[config.mk]
export PLATFORM = sky130hd
export DESIGN_NAME = kf8237_bus_arbiter_flat
export DESIGN_NICKNAME = d
export VERILOG_FILES = /design/src/rtl/kf8237_bus_arbiter_if.sv /design/src/rtl/kf8237_bus_arbiter.sv /design/src/flat_wrapper.sv
export SDC_FILE = /design/constraint.sdc
export NUM_CORES = 1
export LEC_CHECK = 0
export ABC_AREA = 1
export BUFFER_PORTS_ARGS = -buffer_cell sky130_fd_sc_hd__buf_2
export CAP_MARGIN = 20
export CORE_AREA = 2 2 48 94
export CTS_BUF_LIST = sky130_fd_sc_hd__clkbuf_16
export DETAILED_ROUTE_END_ITERATION = 7
export DIE_AREA = 0 0 50 96
export PLACE_DENSITY_LB_ADDON = 0.15
export SLEW_MARGIN = 20
export SYNTH_ARGS = -nofsm -noshare
export SYNTH_HDL_FRONTEND = slang
export SYNTH_SLANG_ARGS = --single-unit
[constraint.sdc]
create_clock -name clock -period 2.6 [get_ports clock]
set_clock_uncertainty 0.2 [all_clocks]
set_input_delay 0.13 -clock clock [delete_from_list [all_inputs] [get_ports clock]]
set_output_delay 0.13 -clock clock [all_outputs]
set_load 0.01 [all_outputs]
[src/rtl/kf8237_bus_arbiter_if.sv]
`default_nettype none
// ============================================================================
// Module      : kf8237_bus_arbiter_if
// Description : Bus-side signal bundle for the KF8237 bus arbiter. Carries the
//               HRQ/HLDA handshake, CPU bus status, DMA address path and the
//               page-register write port.
// Revision    : 1.0 - initial release
// ============================================================================
interface kf8237_bus_arbiter_if;
  logic        cpu_clock;
  logic        hold_request;
  logic        cpu_bus_idle;
  logic        cpu_lock_n;
  logic        hold_acknowledge;
  logic        dma_bus_owner;
  logic [3:0]  dma_acknowledge;
  logic [15:0] address_in;
  logic [19:0] address_out;
  logic        page_select_n;
  logic        io_write_n;
  logic [1:0]  io_address;
  logic [7:0]  data_bus_in;
  logic        dma_timeout;

  // Environment side: CPU bus unit and 8237 drive the requests.
  modport master (
    output cpu_clock, hold_request, cpu_bus_idle, cpu_lock_n,
           dma_acknowledge, address_in, page_select_n, io_write_n,
           io_address, data_bus_in,
    input  hold_acknowledge, dma_bus_owner, address_out, dma_timeout
  );

  // Arbiter side.
  modport slave (
    input  cpu_clock, hold_request, cpu_bus_idle, cpu_lock_n,
           dma_acknowledge, address_in, page_select_n, io_write_n,
           io_address, data_bus_in,
    output hold_acknowledge, dma_bus_owner, address_out, dma_timeout
  );
endinterface
`default_nettype wire

[src/rtl/kf8237_bus_arbiter.sv]
`default_nettype none
// ============================================================================
// Module      : kf8237_bus_arbiter
// Description : Sequences system bus ownership between the CPU and the KF8237
//               DMA controller (HRQ/HLDA handshake with a one-cycle release
//               turnaround), holds the four DMA page registers, forms the
//               20-bit DMA address and flags over-long DMA holds.
// Revision    : 1.0 - initial release
// ============================================================================
module kf8237_bus_arbiter #(
  parameter int unsigned TIMEOUT_CYCLES = 1024
) (
  input  logic              clock,
  input  logic              reset_n,
  kf8237_bus_arbiter_if.slave bus
);

  typedef enum logic [1:0] {
    ST_IDLE    = 2'd0,
    ST_WAIT    = 2'd1,
    ST_GRANT   = 2'd2,
    ST_RELEASE = 2'd3
  } state_t;

  localparam logic [16:0] TIMEOUT_LIMIT = 17'(TIMEOUT_CYCLES);

  state_t      state;
  state_t      state_next;
  logic        grant_entry;
  logic        prev_cpu_clock;
  logic        prev_io_write_n;
  logic        cpu_posedge;
  logic        page_commit;
  logic [1:0]  write_channel;
  logic [3:0]  page [4];
  logic [3:0]  page_bits;
  logic [15:0] hold_count;
  logic [16:0] hold_count_inc;
  logic        hold_count_at_limit;
  logic        timeout_flag;
  logic        unused_data_high;

  // Only the low nibble of the CPU data bus feeds the page registers.
  assign unused_data_high = ^bus.data_bus_in[7:4];

  assign cpu_posedge = ~prev_cpu_clock & bus.cpu_clock;
  assign page_commit = ~prev_io_write_n & bus.io_write_n & ~bus.page_select_n;

  // Edge-detect history for the CPU clock and the I/O write strobe.
  always_ff @(posedge clock) begin
    if (!reset_n) begin
      prev_cpu_clock  <= 1'b0;
      prev_io_write_n <= 1'b1;
    end else begin
      prev_cpu_clock  <= bus.cpu_clock;
      prev_io_write_n <= bus.io_write_n;
    end
  end

  // Arbitration state register.
  always_ff @(posedge clock) begin
    if (!reset_n) begin
      state <= ST_IDLE;
    end else begin
      state <= state_next;
    end
  end

  // Next-state logic; every move waits for a CPU clock rising edge.
  always_comb begin
    state_next  = state;
    grant_entry = 1'b0;
    if (cpu_posedge) begin
      case (state)
        ST_IDLE: begin
          if (bus.hold_request) state_next = ST_WAIT;
        end
        ST_WAIT: begin
          if (!bus.hold_request) begin
            state_next = ST_IDLE;
          end else if (bus.cpu_bus_idle && bus.cpu_lock_n) begin
            state_next  = ST_GRANT;
            grant_entry = 1'b1;
          end
        end
        ST_GRANT: begin
          if (!bus.hold_request) state_next = ST_RELEASE;
        end
        ST_RELEASE: begin
          // Turnaround cycle; any new request re-arbitrates from IDLE.
          state_next = ST_IDLE;
        end
        default: state_next = ST_IDLE;
      endcase
    end
  end

  assign bus.hold_acknowledge = (state == ST_GRANT);
  assign bus.dma_bus_owner    = (state == ST_GRANT) || (state == ST_RELEASE);

  assign hold_count_inc      = {1'b0, hold_count} + 17'd1;
  assign hold_count_at_limit = ({1'b0, hold_count} >= TIMEOUT_LIMIT);

  // Hold-duration counter with a sticky flag; it never forces a release.
  always_ff @(posedge clock) begin
    if (!reset_n) begin
      hold_count   <= 16'd0;
      timeout_flag <= 1'b0;
    end else if (grant_entry) begin
      hold_count   <= 16'd0;
      timeout_flag <= 1'b0;
    end else if (cpu_posedge && (state == ST_GRANT) && !hold_count_at_limit) begin
      hold_count <= hold_count_inc[15:0];
      if (hold_count_inc == TIMEOUT_LIMIT) timeout_flag <= 1'b1;
    end
  end

  assign bus.dma_timeout = timeout_flag;

  // Register-select decode: the port order is ch0, ch2, ch3, ch1.
  always_comb begin
    write_channel = 2'd0;
    case (bus.io_address)
      2'b00: write_channel = 2'd0;
      2'b01: write_channel = 2'd2;
      2'b10: write_channel = 2'd3;
      2'b11: write_channel = 2'd1;
      default: write_channel = 2'd0;
    endcase
  end

  // Page registers commit on the rising edge of the I/O write strobe.
  always_ff @(posedge clock) begin
    if (!reset_n) begin
      for (int i = 0; i < 4; i++) page[i] <= 4'h0;
    end else if (page_commit) begin
      page[write_channel] <= bus.data_bus_in[3:0];
    end
  end

  // Page nibble is only applied while DMA owns the bus with a clean one-hot DACK.
  always_comb begin
    page_bits = 4'h0;
    if (bus.dma_bus_owner) begin
      case (bus.dma_acknowledge)
        4'b0001: page_bits = page[0];
        4'b0010: page_bits = page[1];
        4'b0100: page_bits = page[2];
        4'b1000: page_bits = page[3];
        default: page_bits = 4'h0;
      endcase
    end
  end

  assign bus.address_out = {page_bits, bus.address_in};

endmodule
`default_nettype wire

[src/flat_wrapper.sv]
// flat-port wrapper written by rule: the top's interface ports become plain ports
module kf8237_bus_arbiter_flat 
#(
  parameter int unsigned TIMEOUT_CYCLES = 1024
)
  (clock, reset_n, bus_cpu_clock, bus_hold_request, bus_cpu_bus_idle, bus_cpu_lock_n, bus_dma_acknowledge, bus_address_in, bus_page_select_n, bus_io_write_n, bus_io_address, bus_data_bus_in, bus_hold_acknowledge, bus_dma_bus_owner, bus_address_out, bus_dma_timeout);
  kf8237_bus_arbiter_if bus_i ();
  input  logic clock;
  input  logic reset_n;
  input wire logic [$bits(bus_i.cpu_clock)-1:0] bus_cpu_clock;
  input wire logic [$bits(bus_i.hold_request)-1:0] bus_hold_request;
  input wire logic [$bits(bus_i.cpu_bus_idle)-1:0] bus_cpu_bus_idle;
  input wire logic [$bits(bus_i.cpu_lock_n)-1:0] bus_cpu_lock_n;
  input wire logic [$bits(bus_i.dma_acknowledge)-1:0] bus_dma_acknowledge;
  input wire logic [$bits(bus_i.address_in)-1:0] bus_address_in;
  input wire logic [$bits(bus_i.page_select_n)-1:0] bus_page_select_n;
  input wire logic [$bits(bus_i.io_write_n)-1:0] bus_io_write_n;
  input wire logic [$bits(bus_i.io_address)-1:0] bus_io_address;
  input wire logic [$bits(bus_i.data_bus_in)-1:0] bus_data_bus_in;
  output wire logic [$bits(bus_i.hold_acknowledge)-1:0] bus_hold_acknowledge;
  output wire logic [$bits(bus_i.dma_bus_owner)-1:0] bus_dma_bus_owner;
  output wire logic [$bits(bus_i.address_out)-1:0] bus_address_out;
  output wire logic [$bits(bus_i.dma_timeout)-1:0] bus_dma_timeout;
  assign bus_i.cpu_clock = bus_cpu_clock;
  assign bus_i.hold_request = bus_hold_request;
  assign bus_i.cpu_bus_idle = bus_cpu_bus_idle;
  assign bus_i.cpu_lock_n = bus_cpu_lock_n;
  assign bus_i.dma_acknowledge = bus_dma_acknowledge;
  assign bus_i.address_in = bus_address_in;
  assign bus_i.page_select_n = bus_page_select_n;
  assign bus_i.io_write_n = bus_io_write_n;
  assign bus_i.io_address = bus_io_address;
  assign bus_i.data_bus_in = bus_data_bus_in;
  assign bus_hold_acknowledge = bus_i.hold_acknowledge;
  assign bus_dma_bus_owner = bus_i.dma_bus_owner;
  assign bus_address_out = bus_i.address_out;
  assign bus_dma_timeout = bus_i.dma_timeout;
  kf8237_bus_arbiter #(.TIMEOUT_CYCLES(TIMEOUT_CYCLES)) u_core (.clock(clock), .reset_n(reset_n), .bus(bus_i));
endmodule
==> out/metrics.yaml, run 1 <==
run_status:
  status: "completed"
clock_tree:
  cts.sinks: 37
  cts_tree: "done"
  post-cts-setup-buffers: 0
  clk_pin_slew_ps: 50
  cts_buffer_depth: 2
  cts_hold_buf: 7
  cts_root_buf: "clkbuf_16"
  clkLatencyLatePin_ps: 280
  h-tree-depth: 2
  cts-resized-gates: 0
  cts_made_buffers: 5
critical_path:
  path_buf_inv: 4
  r2r-start: "u_core.hold_count[1]$_SDFFE_PP0P_"
  path_depth: 9
  cp-endpoint: "u_core.page[2][0]$_SDFFCE_PN0P_"
  endpoint_kind: "flip-flop"
  regToRegSetupSlack_ps: 680
  crit_family: "simple AND/OR/NAND/NOR gates"
  crit_path_cell_trace: "dlygate4sd3_1 > buf_2 > inv_1 > nor3_1 > inv_1 > nor2_1 > nand2_1 > or2_1 > nand2_1"
  slowest_delay_ps: 520
  required_ps: 2370
  critPathLaunch: "bus_io_write_n"
  worstReg2RegEnd: "u_core.bus.dma_timeout$_SDFFE_PP0P_"
  cp-start-kind: "primary input"
  slowest_stage: "dlygate4sd3_1"
  ff2ff_path_depth: 9
  cp_max_fo: 5
  critPathKind: "in -> reg"
  worstPathArrival_ps: 1770
global_routing:
  gr-total-overflow: 0
  grtUsageTotal_pct: 21.94
  grt_pass1_vias: 1783
  grt_max_degree: 19
  antenna_found_initial: 0
  grt_pass1_wl_um: 7728
finish:
  fillers: 395
  multi_input_area_um2: 950.9
  fin_nets: 344
  finalInstanceArea_mm2: 0.002451
  regArea_um2: 900.9
  fin_util_pct: 59.96
  drive_above_1_share_pct: 18.87
  syn2layout_area_growth_pct: 12.33
  num_antenna_cells: 0
synthesis:
  syn_area_mm2: 0.002182
  ys_top_cells_by_area: "edfxtp_1 22%, dfxtp_1 19%, nand2_1 8.3%"
  postSynthNetCount: 326
  yosysTopAreaCell: "edfxtp_1"
  ys_ff_latch: 37
  synth_most_common_cell: "nand2_1"
  syn_area_per_cell_um2: 7.711
  synth_common_cells: "48 x nand2_1, 43 x nor2_1, 42 x inv_1, 21 x dfxtp_1"
  synthCells: 283
  synth.top_cell.area_share_pct: 22.02
  synth-edff-count: 16
  yosys_warnings: 0
  synth_ff_type: "dfxtp_1"
  yosysSeqAreaShare_pct: 41.28
  synth.distinct_cells: 34
  synthArstFlopShare_pct: 0
pwr:
  p_sw_w: 0.0002682
  powerDensity_mw_per_mm2: 555.2
  p_comb_share_pct: 5.5
  ir_drop_mv: 0.4522
  clkPwrFrac_pct: 48.7
  p_sw_share_pct: 19.71
  p_leak_nw: 1.042
  power.internal_w: 0.001093
  power_frac_seq_pct: 45.7
route:
  wl_per_cell_um: 13.70
  firstDrtPassIters: 4
  vias: 1832
  drt-initial-drc-count: 59
  drc: 0
  ant_nets: 0
  viasPerCell: 5.175
  wl_um: 4849
placed_design:
  hpwlAfterDp_um: 3785
  port_buffers: 24
  place.gp.congestion: 0.8079
  dpl_cell_area_mm2: 0.002218
sta:
  post-route-period-util_pct: 77.14
  tightestPinTransition_ps: 613.5
  max_slew_margin_pct: 58.75
  finalSetupViolations: 0
  fin_crit_ps: 2006
  rsz0062_at_grt: "no"
  tns_ps: 0
  max_freq_mhz: 498.6
  drv_slew: 0
  hold_violations: 0
floorplan:
  io_pins: 61
  coreArea_mm2: 0.004088
  fp.dieH_um: 96
  start_util_pct: 53.38
  dieArea_mm2: 0.004800
  rows: 33
  die_w_um: 50
run:
  maxCapViolations: 0
worst_hold_path:
  hp-start: "bus_data_bus_in[1]"
  holdCritPathClass: "in -> reg"
==> worst register-to-register path: cells and delay by family, from the launching register on <==
| family | cells | cell delay [ps] |
|---|---|---|
| AND/OR/NAND/NOR | 6 | 640 |
| flip-flops | 1 | 450 |
| AO/OA/AOI/OAI | 2 | 310 |
| adder cells (fa/ha/maj) | 1 | 270 |
==> power by group through the flow <==
stage / Sequential, W / Combinational, W / Clock [W]
after floorplan: 0.000633 / 0.0000662 / 0
after global placement: 0.000634 / 0.0000665 / 0
after detailed placement: 0.000634 / 0.0000678 / 0
after CTS: 0.000622 / 0.0000751 / 0.000673
after global routing: 0.000623 / 0.0000840 / 0.000694
final: 0.000622 / 0.0000753 / 0.000663
==> logic make-up (layout without fill, tap and decap cells) <==
family	after synthesis	in the layout	share of synthesized area (%)
fa+ha+maj	5	5	2.867
buf+inv	66	85	15.14
simple gates	136	136	28.96
xor+xnor	5	5	2.007
flops	37	37	41.28
compound gates	34	34	9.747
==> flip-flops by register name, summed over array words and instances (netlist names), named ones only <==
| name | cells |
|---|---|
| u_core.page | 16 |
| u_core.prev_cpu_clock | 1 |
| u_core.bus.dma_timeout | 1 |
| u_core.hold_count | 16 |
| u_core.prev_io_write_n | 1 |
| u_core.state | 1 |
==> stage by stage <==
step / hold slack (ps) / cells / worst slack, ps / power, W
finish: 12.82 / 354 / 594.3 / 0.001361
global route: 26.25 / 354 / 415.8 / 0.001401
CTS: 2.185 / 354 / 568.5 / 0.001370
detailed placement: 60.07 / 339 / 686.7 / 0.0007022
global placement: 60.07 / 339 / 717.2 / 0.0007003
floorplan: 26.09 / 283 / 936.7 / 0.0006991
==> cell usage in the layout, fill, tap and decap left out, types with 4 or more instances in the layout <==
| cell type | netlist | routed |
|---|---|---|
| nor2_2 | 5 | 5 |
| ha_1 | 5 | 5 |
| clkbuf_16 | 0 | 5 |
| dlygate4sd3_1 | 0 | 7 |
| nor2_1 | 43 | 43 |
| a21oi_2 | 4 | 4 |
| a221oi_1 | 4 | 4 |
| nand2_1 | 48 | 48 |
| edfxtp_1 | 16 | 16 |
| xor2_1 | 4 | 4 |
| o21ai_0 | 9 | 9 |
| inv_1 | 42 | 43 |
| nand2_2 | 6 | 6 |
| nand3_1 | 16 | 16 |
| buf_2 | 2 | 24 |
| dfxtp_1 | 21 | 21 |
| a21oi_1 | 5 | 5 |
| o22ai_1 | 5 | 5 |
| nand4_1 | 7 | 7 |
==> metal layers <==
metal  routed length (um)  track usage, %
met1                 1572           17.71
met5                    0               0
met3                  141           3.727
met2                 2945           45.94
met4                  190           12.50
==> worst min path at each step <==
| stage | endpoint | slack [ps] | cells past startpoint |
|---|---|---|---|
| after floorplan | u_core.prev_io_write_n$_SDFF_PN1_ | 30 | 2 |
| after global placement | bus_address_out[13] | 60 | 0 |
| after detailed placement | bus_address_out[13] | 60 | 0 |
| after CTS | u_core.state[0]$_SDFFE_PN0P_ | 2 | 3 |
| after global routing | u_core.page[1][3]$_SDFFCE_PN0P_ | 30 | 3 |
| final | u_core.page[3][1]$_DFFE_PP_ | 10 | 3 |
==> cell type report <==
class	instances	area share, %
multi-input cells	180	38.80
clock buffers	5	5.105
inverters	45	7.095
clock inverters	3	1.531
well taps	52	2.654
flip-flops and latches	37	36.75
repair buffers	32	8.065
No activity file was read; power rests on OpenSTA's default activity.
==> inputs of run 2 (changes only) <==
Settings changed: ABC_AREA 1 to 0.
Clock period 2.6 ns to 1.85 ns, I/O delays scaled along.
==> out/metrics.yaml, run 2 <==
sta:
  finalSetupViolations: 0
  hold_violations: 0
  fin_hold_ws_ps: 24.84
  fin_crit_ps: 1789
  rsz0062_at_grt: "no"
  tightestPinTransition_ps: 427.7
  drv_slew: 0
  max_slew_margin_pct: 71.18
  tns_ps: 0
  post-route-period-util_pct: 96.69
  max_freq_mhz: 559.1
critical_path:
  cp-start-kind: "flip-flop"
  worstPathArrival_ps: 1530
  slowest_stage: "or3b_4"
  cp_max_fo: 4
  required_ps: 1590
  crit_family: "simple AND/OR/NAND/NOR gates"
  critPathKind: "reg -> reg"
  crit_path_cell_trace: "or3b_4 > nor2_2 > nand2_1 > o21ai_1"
  slowest_delay_ps: 410
  endpoint_kind: "flip-flop"
  path_buf_inv: 0
synthesis:
  yosysTopAreaCell: "edfxtp_1"
  yosys_warnings: 0
  ys_ff_latch: 37
  synth-edff-count: 16
  syn_area_per_cell_um2: 9.880
  synthArstFlopShare_pct: 0
  postSynthNetCount: 245
  syn_area_mm2: 0.001996
  synth.distinct_cells: 39
  synth_most_common_cell: "and2_1"
  synth.top_cell.area_share_pct: 24.08
  yosysSeqAreaShare_pct: 45.14
  synthCells: 202
  synth_common_cells: "25 x and2_1, 22 x nor2_1, 21 x dfxtp_1, 17 x buf_4, 16 x edfxtp_1"
  ys_top_cells_by_area: "edfxtp_1 24%, dfxtp_1 21%, and2_1 7.8%"
  synth_ff_type: "dfxtp_1"
placed_design:
  port_buffers: 24
  hpwlAfterDp_um: 3498
  place.gp.congestion: 0.7734
pwr:
  p_leak_nw: 1.047
  ir_drop_mv: 0.5628
  powerDensity_mw_per_mm2: 765.4
run_status:
  status: "completed"
global_routing:
  grtUsageMet3_pct: 4.348
  gr-total-overflow: 0
  grt_max_degree: 12
  busiest_layer: "met2"
  met2_usage_pct: 40.90
  antenna_found_initial: 0
  grtUsageTotal_pct: 20.23
  grt_pass1_wl_um: 7079
  grt_use_met1_pct: 15.85
  grt_pass1_vias: 1648
finish:
  final_cell_mix: "26 x dlygate4sd3_1, 25 x and2_1, 24 x buf_2, 21 x nor2_1, 21 x dfxtp_1"
  fillers: 343
  num_antenna_cells: 0
  top_regs: "u_core.hold_count: 16 flops, u_core.page: 16 flops"
  drive_above_1_share_pct: 22.22
  regArea_um2: 900.9
  syn2layout_area_growth_pct: 28.84
  fin_nets: 294
  final_common_cell: "dlygate4sd3_1"
  multi_input_area_um2: 953.4
worst_hold_path:
  holdCritPathClass: "in -> reg"
route:
  drt-initial-drc-count: 53
  drc: 0
  viasPerCell: 5.349
  wl_per_cell_um: 15.38
  ant_nets: 0
  wl_um: 4677
  vias: 1626
  firstDrtPassIters: 4
clock_tree:
  cts.sinks: 37
  cts_root_buf: "clkbuf_16"
  post-cts-setup-buffers: 0
  clkLatencyLatePin_ps: 280
  h-tree-depth: 2
  cts_made_buffers: 5
  cts_tree: "done"
  cts_buffer_depth: 2
  clk_pin_slew_ps: 50
floorplan:
  rows: 33
  die_w_um: 50
  dieArea_mm2: 0.004800
  coreArea_mm2: 0.004088
  start_util_pct: 48.82
  io_pins: 61
  fp.dieH_um: 96
run:
  maxCapViolations: 0
## run 2: changes by cell type in the layout (fill, tap and decap cells not counted), sizes merged, moves of 11 or more
cell         before  now
and2              0   26
nor2             51   22
buf              25   36
dlygate4sd3       7   26
inv              46    7
nand3            17    5
nand2            55   11
## run 2: path summary, 6_finish.rpt
| path | slack, ps | from | cells after the start | end |
|---|---|---|---|---|
| max | 60 | u_core.prev_io_write_n$_SDFF_PN1_ | 4 | u_core.page[1][3]$_SDFFCE_PN0P_ |
| min | 20 | bus_hold_request | 4 | u_core.state[0]$_SDFFE_PN0P_ |
| max reg2reg | 60 | u_core.prev_io_write_n$_SDFF_PN1_ | 4 | u_core.page[1][3]$_SDFFCE_PN0P_ |
| min reg2reg | 260 | u_core.hold_count[11]$_SDFFE_PP0P_ | 1 | u_core.hold_count[11]$_SDFFE_PP0P_ |
## run 2: what timing repair did
item                       in CTS  in global routing
hold endpoints to repair       35                  0
gates resized for setup         0                  3
setup endpoints to repair       0                  9
hold buffers                   26                  0
## run 2: area by class of cell
cell class              instances  share of cell area [%]
multi-input cells             140                   37.08
clock buffers                   5                   4.866
repair buffers                 62                   18.30
flip-flops and latches         37                   35.04
clock inverters                 3                   1.460
inverters                       5                  0.7299
well taps                      52                   2.530
## run 2: stage by stage
stage / total power [W] / cells / worst slack (ps) / util, % / area [um^2]
6_report: 0.001968 / 304 / 61.29 / 62.90 / 2571
5_1_grt: 0.002027 / 304 / 1.957 / 62.90 / 2571
4_1_cts: 0.001980 / 304 / 48.43 / 62.57 / 2557
3_5_place_dp: 0.001002 / 270 / 57.03 / 52.22 / 2135
3_3_place_gp: 0.0009964 / 270 / 42.54 / 52.22 / 2135
2_1_floorplan: 0.0009789 / 202 / 32.01 / - / 2008
## run 2: cells by family after synthesis
logic type / Yosys count / share of synthesized area (%)
compound gates: 26 / 9.216
flops: 37 / 45.14
xor+xnor: 13 / 5.705
buf+inv: 25 / 8.401
fa+ha+maj: 5 / 3.135
simple gates: 95 / 27.90
mux: 1 / 0.5016
## run 2: tightest hold or removal path, cell delays in order
cell and delay [ps]:
buf_2 90, xor2_1 60, a21oi_1 150, nor3_1 60
## run 2: where the power goes
| group | internal, W | switching (W) |
|---|---|---|
| Sequential | 0.000867 | 0.00000614 |
| Clock | 0.000626 | 0.000301 |
| Combinational | 0.0000829 | 0.0000852 |
## run 2: per-layer routing
layer | wire [um] | share of wire (%) | up-vias
li1 | - | - | 788
met1 | 1558 | 33 | 774
met2 | 2713 | 58 | 43
met3 | 149 | 3.2 | 21
met4 | 255 | 5.5 | 0
met5 | 0 | 0 | -
==> inputs of run 3 (changes only) <==
Settings changed: PLACE_DENSITY from default to 0.76, PLACE_DENSITY_LB_ADDON 0.15 to default.
==> out/metrics.yaml, run 3 (synthesis results as in run 2) <==
placed_design:
  hpwlAfterDp_um: 3161
  dp_cells: 271
  place.gp.congestion: 0.7996
  port_buffers: 24
  dp_slack_ps: 24.19
floorplan:
  io_pins: 61
  fp.dieH_um: 96
  die_w_um: 50
  start_util_pct: 48.82
  coreArea_mm2: 0.004088
  dieArea_mm2: 0.004800
  rows: 33
finish:
  fin_util_pct: 63.30
  fillers: 315
  syn2layout_area_growth_pct: 29.66
  top_regs: "u_core.hold_count: 16 flops, u_core.page: 16 flops"
  num_antenna_cells: 0
  layoutNonFillerInstCount: 304
  fin_nets: 294
  final_cell_mix: "25 x and2_1, 25 x dlygate4sd3_1, 24 x buf_2, 21 x nor2_1, 21 x dfxtp_1"
  drive_above_1_share_pct: 23.41
route:
  vias: 1612
  viasPerCell: 5.303
  drt-initial-drc-count: 50
  wl_per_cell_um: 14.70
  wl_um: 4469
  firstDrtPassIters: 4
  drc: 0
  ant_nets: 0
sta:
  fin_crit_ps: 1802
  tns_ps: 0
  hold_violations: 0
  finalSetupViolations: 0
  max_slew_margin_pct: 71.99
  post-route-period-util_pct: 97.41
  drv_slew: 0
  max_freq_mhz: 554.9
  worst_slack_ps: 47.94
  tightestPinTransition_ps: 415.7
critical_path:
  r2r-start: "u_core.prev_io_write_n$_SDFF_PN1_"
  worstPathArrival_ps: 1600
  cp_max_fo: 4
  required_ps: 1650
  worstReg2RegEnd: "u_core.page[0][1]$_SDFFCE_PN0P_"
  ff2ff_path_depth: 5
  endpoint_kind: "flip-flop"
  cp-start-kind: "flip-flop"
  critPathKind: "reg -> reg"
  regToRegSetupSlack_ps: 50
global_routing:
  grt_pass1_wl_um: 6858
  grt_pass1_vias: 1592
  grtUsageTotal_pct: 19.82
  gr-total-overflow: 0
  antenna_found_initial: 0
  grt_max_degree: 13
worst_hold_path:
  holdCritPathClass: "in -> reg"
  hp-start: "bus_cpu_lock_n"
  hold_depth: 4
  min_to: "u_core.state[0]$_SDFFE_PN0P_"
clock_tree:
  post-cts-setup-buffers: 0
  cts_made_buffers: 5
  clkLatencyLatePin_ps: 280
  clk_pin_slew_ps: 60
  cts_tree: "done"
  h-tree-depth: 2
  cts_root_buf: "clkbuf_16"
  cts.sinks: 37
  cts_buffer_depth: 2
pwr:
  ir_drop_mv: 0.9026
  p_leak_nw: 1.039
  powerDensity_mw_per_mm2: 774.8
run_status:
  status: "completed"
run:
  maxCapViolations: 0
run 3: power by group:
group | internal, W | switching [W] | total, W
Clock | 0.000630 | 0.000331 | 0.000962
Sequential | 0.000866 | 0.00000619 | 0.000872
Combinational | 0.0000859 | 0.0000848 | 0.000171
run 3: critical path, stage by stage (launching register included):
cell and delay (ps):
dfxtp_1 290, or3b_4 390, nor2_2 170, nand2_2 110, nor3_4 170, nand2b_4 180
run 3: repair_timing:
action | 4_1_cts | 5_1_grt
hold buffers | 25 | 0
resized for setup | 0 | 6
setup endpoints to repair | 0 | 14
hold endpoints to repair | 36 | 0
run 3: per-layer routing:
| metal | wire, um | vias to the layer above | global-route usage (%) |
|---|---|---|---|
| met3 | 155 | 9 | 4.037 |
| li1 | - | 797 | - |
| met2 | 2760 | 47 | 41.67 |
| met4 | 89 | 0 | 11.57 |
| met5 | 0 | - | 0 |
| met1 | 1464 | 759 | 15.32 |
run 3: how the worst max path moves through the flow:
stage	end	depth (start not counted)	slack, ps	startpoint
2_1_floorplan	u_core.page[0][0]$_SDFFCE_PN0P_	5	30	u_core.prev_io_write_n$_SDFF_PN1_
3_3_place_gp	u_core.page[0][0]$_SDFFCE_PN0P_	5	40	u_core.prev_io_write_n$_SDFF_PN1_
3_5_place_dp	u_core.page[0][2]$_SDFFCE_PN0P_	5	20	u_core.prev_io_write_n$_SDFF_PN1_
4_1_cts	u_core.page[0][1]$_SDFFCE_PN0P_	5	10	u_core.prev_io_write_n$_SDFF_PN1_
5_1_grt	u_core.page[0][1]$_SDFFCE_PN0P_	5	-6	u_core.prev_io_write_n$_SDFF_PN1_
6_report	u_core.page[0][1]$_SDFFCE_PN0P_	5	50	u_core.prev_io_write_n$_SDFF_PN1_
run 3: layout make-up:
type                            instances  area, um^2  area share, %
Clock buffer                            5       125.1          4.836
Clock inverter                          3       41.29          1.596
Inverter                                5       18.77         0.7253
Multi-Input combinational cell        140       968.4          37.43
Sequential cell                        37       900.9          34.82
Tap cell                               52       65.06          2.515
Timing Repair Buffer                   62       467.9          18.09
run 3: through the flow:
step / area (um^2) / total power, W / hold WS, ps
after floorplan: 2008 / 0.0009789 / -34.46
after global placement: 2142 / 0.0009997 / -14.93
after detailed placement: 2142 / 0.001004 / -14.93
after CTS: 2559 / 0.002005 / 9.186
after global routing: 2587 / 0.002057 / 95.79
final: 2587 / 0.002005 / 1.477
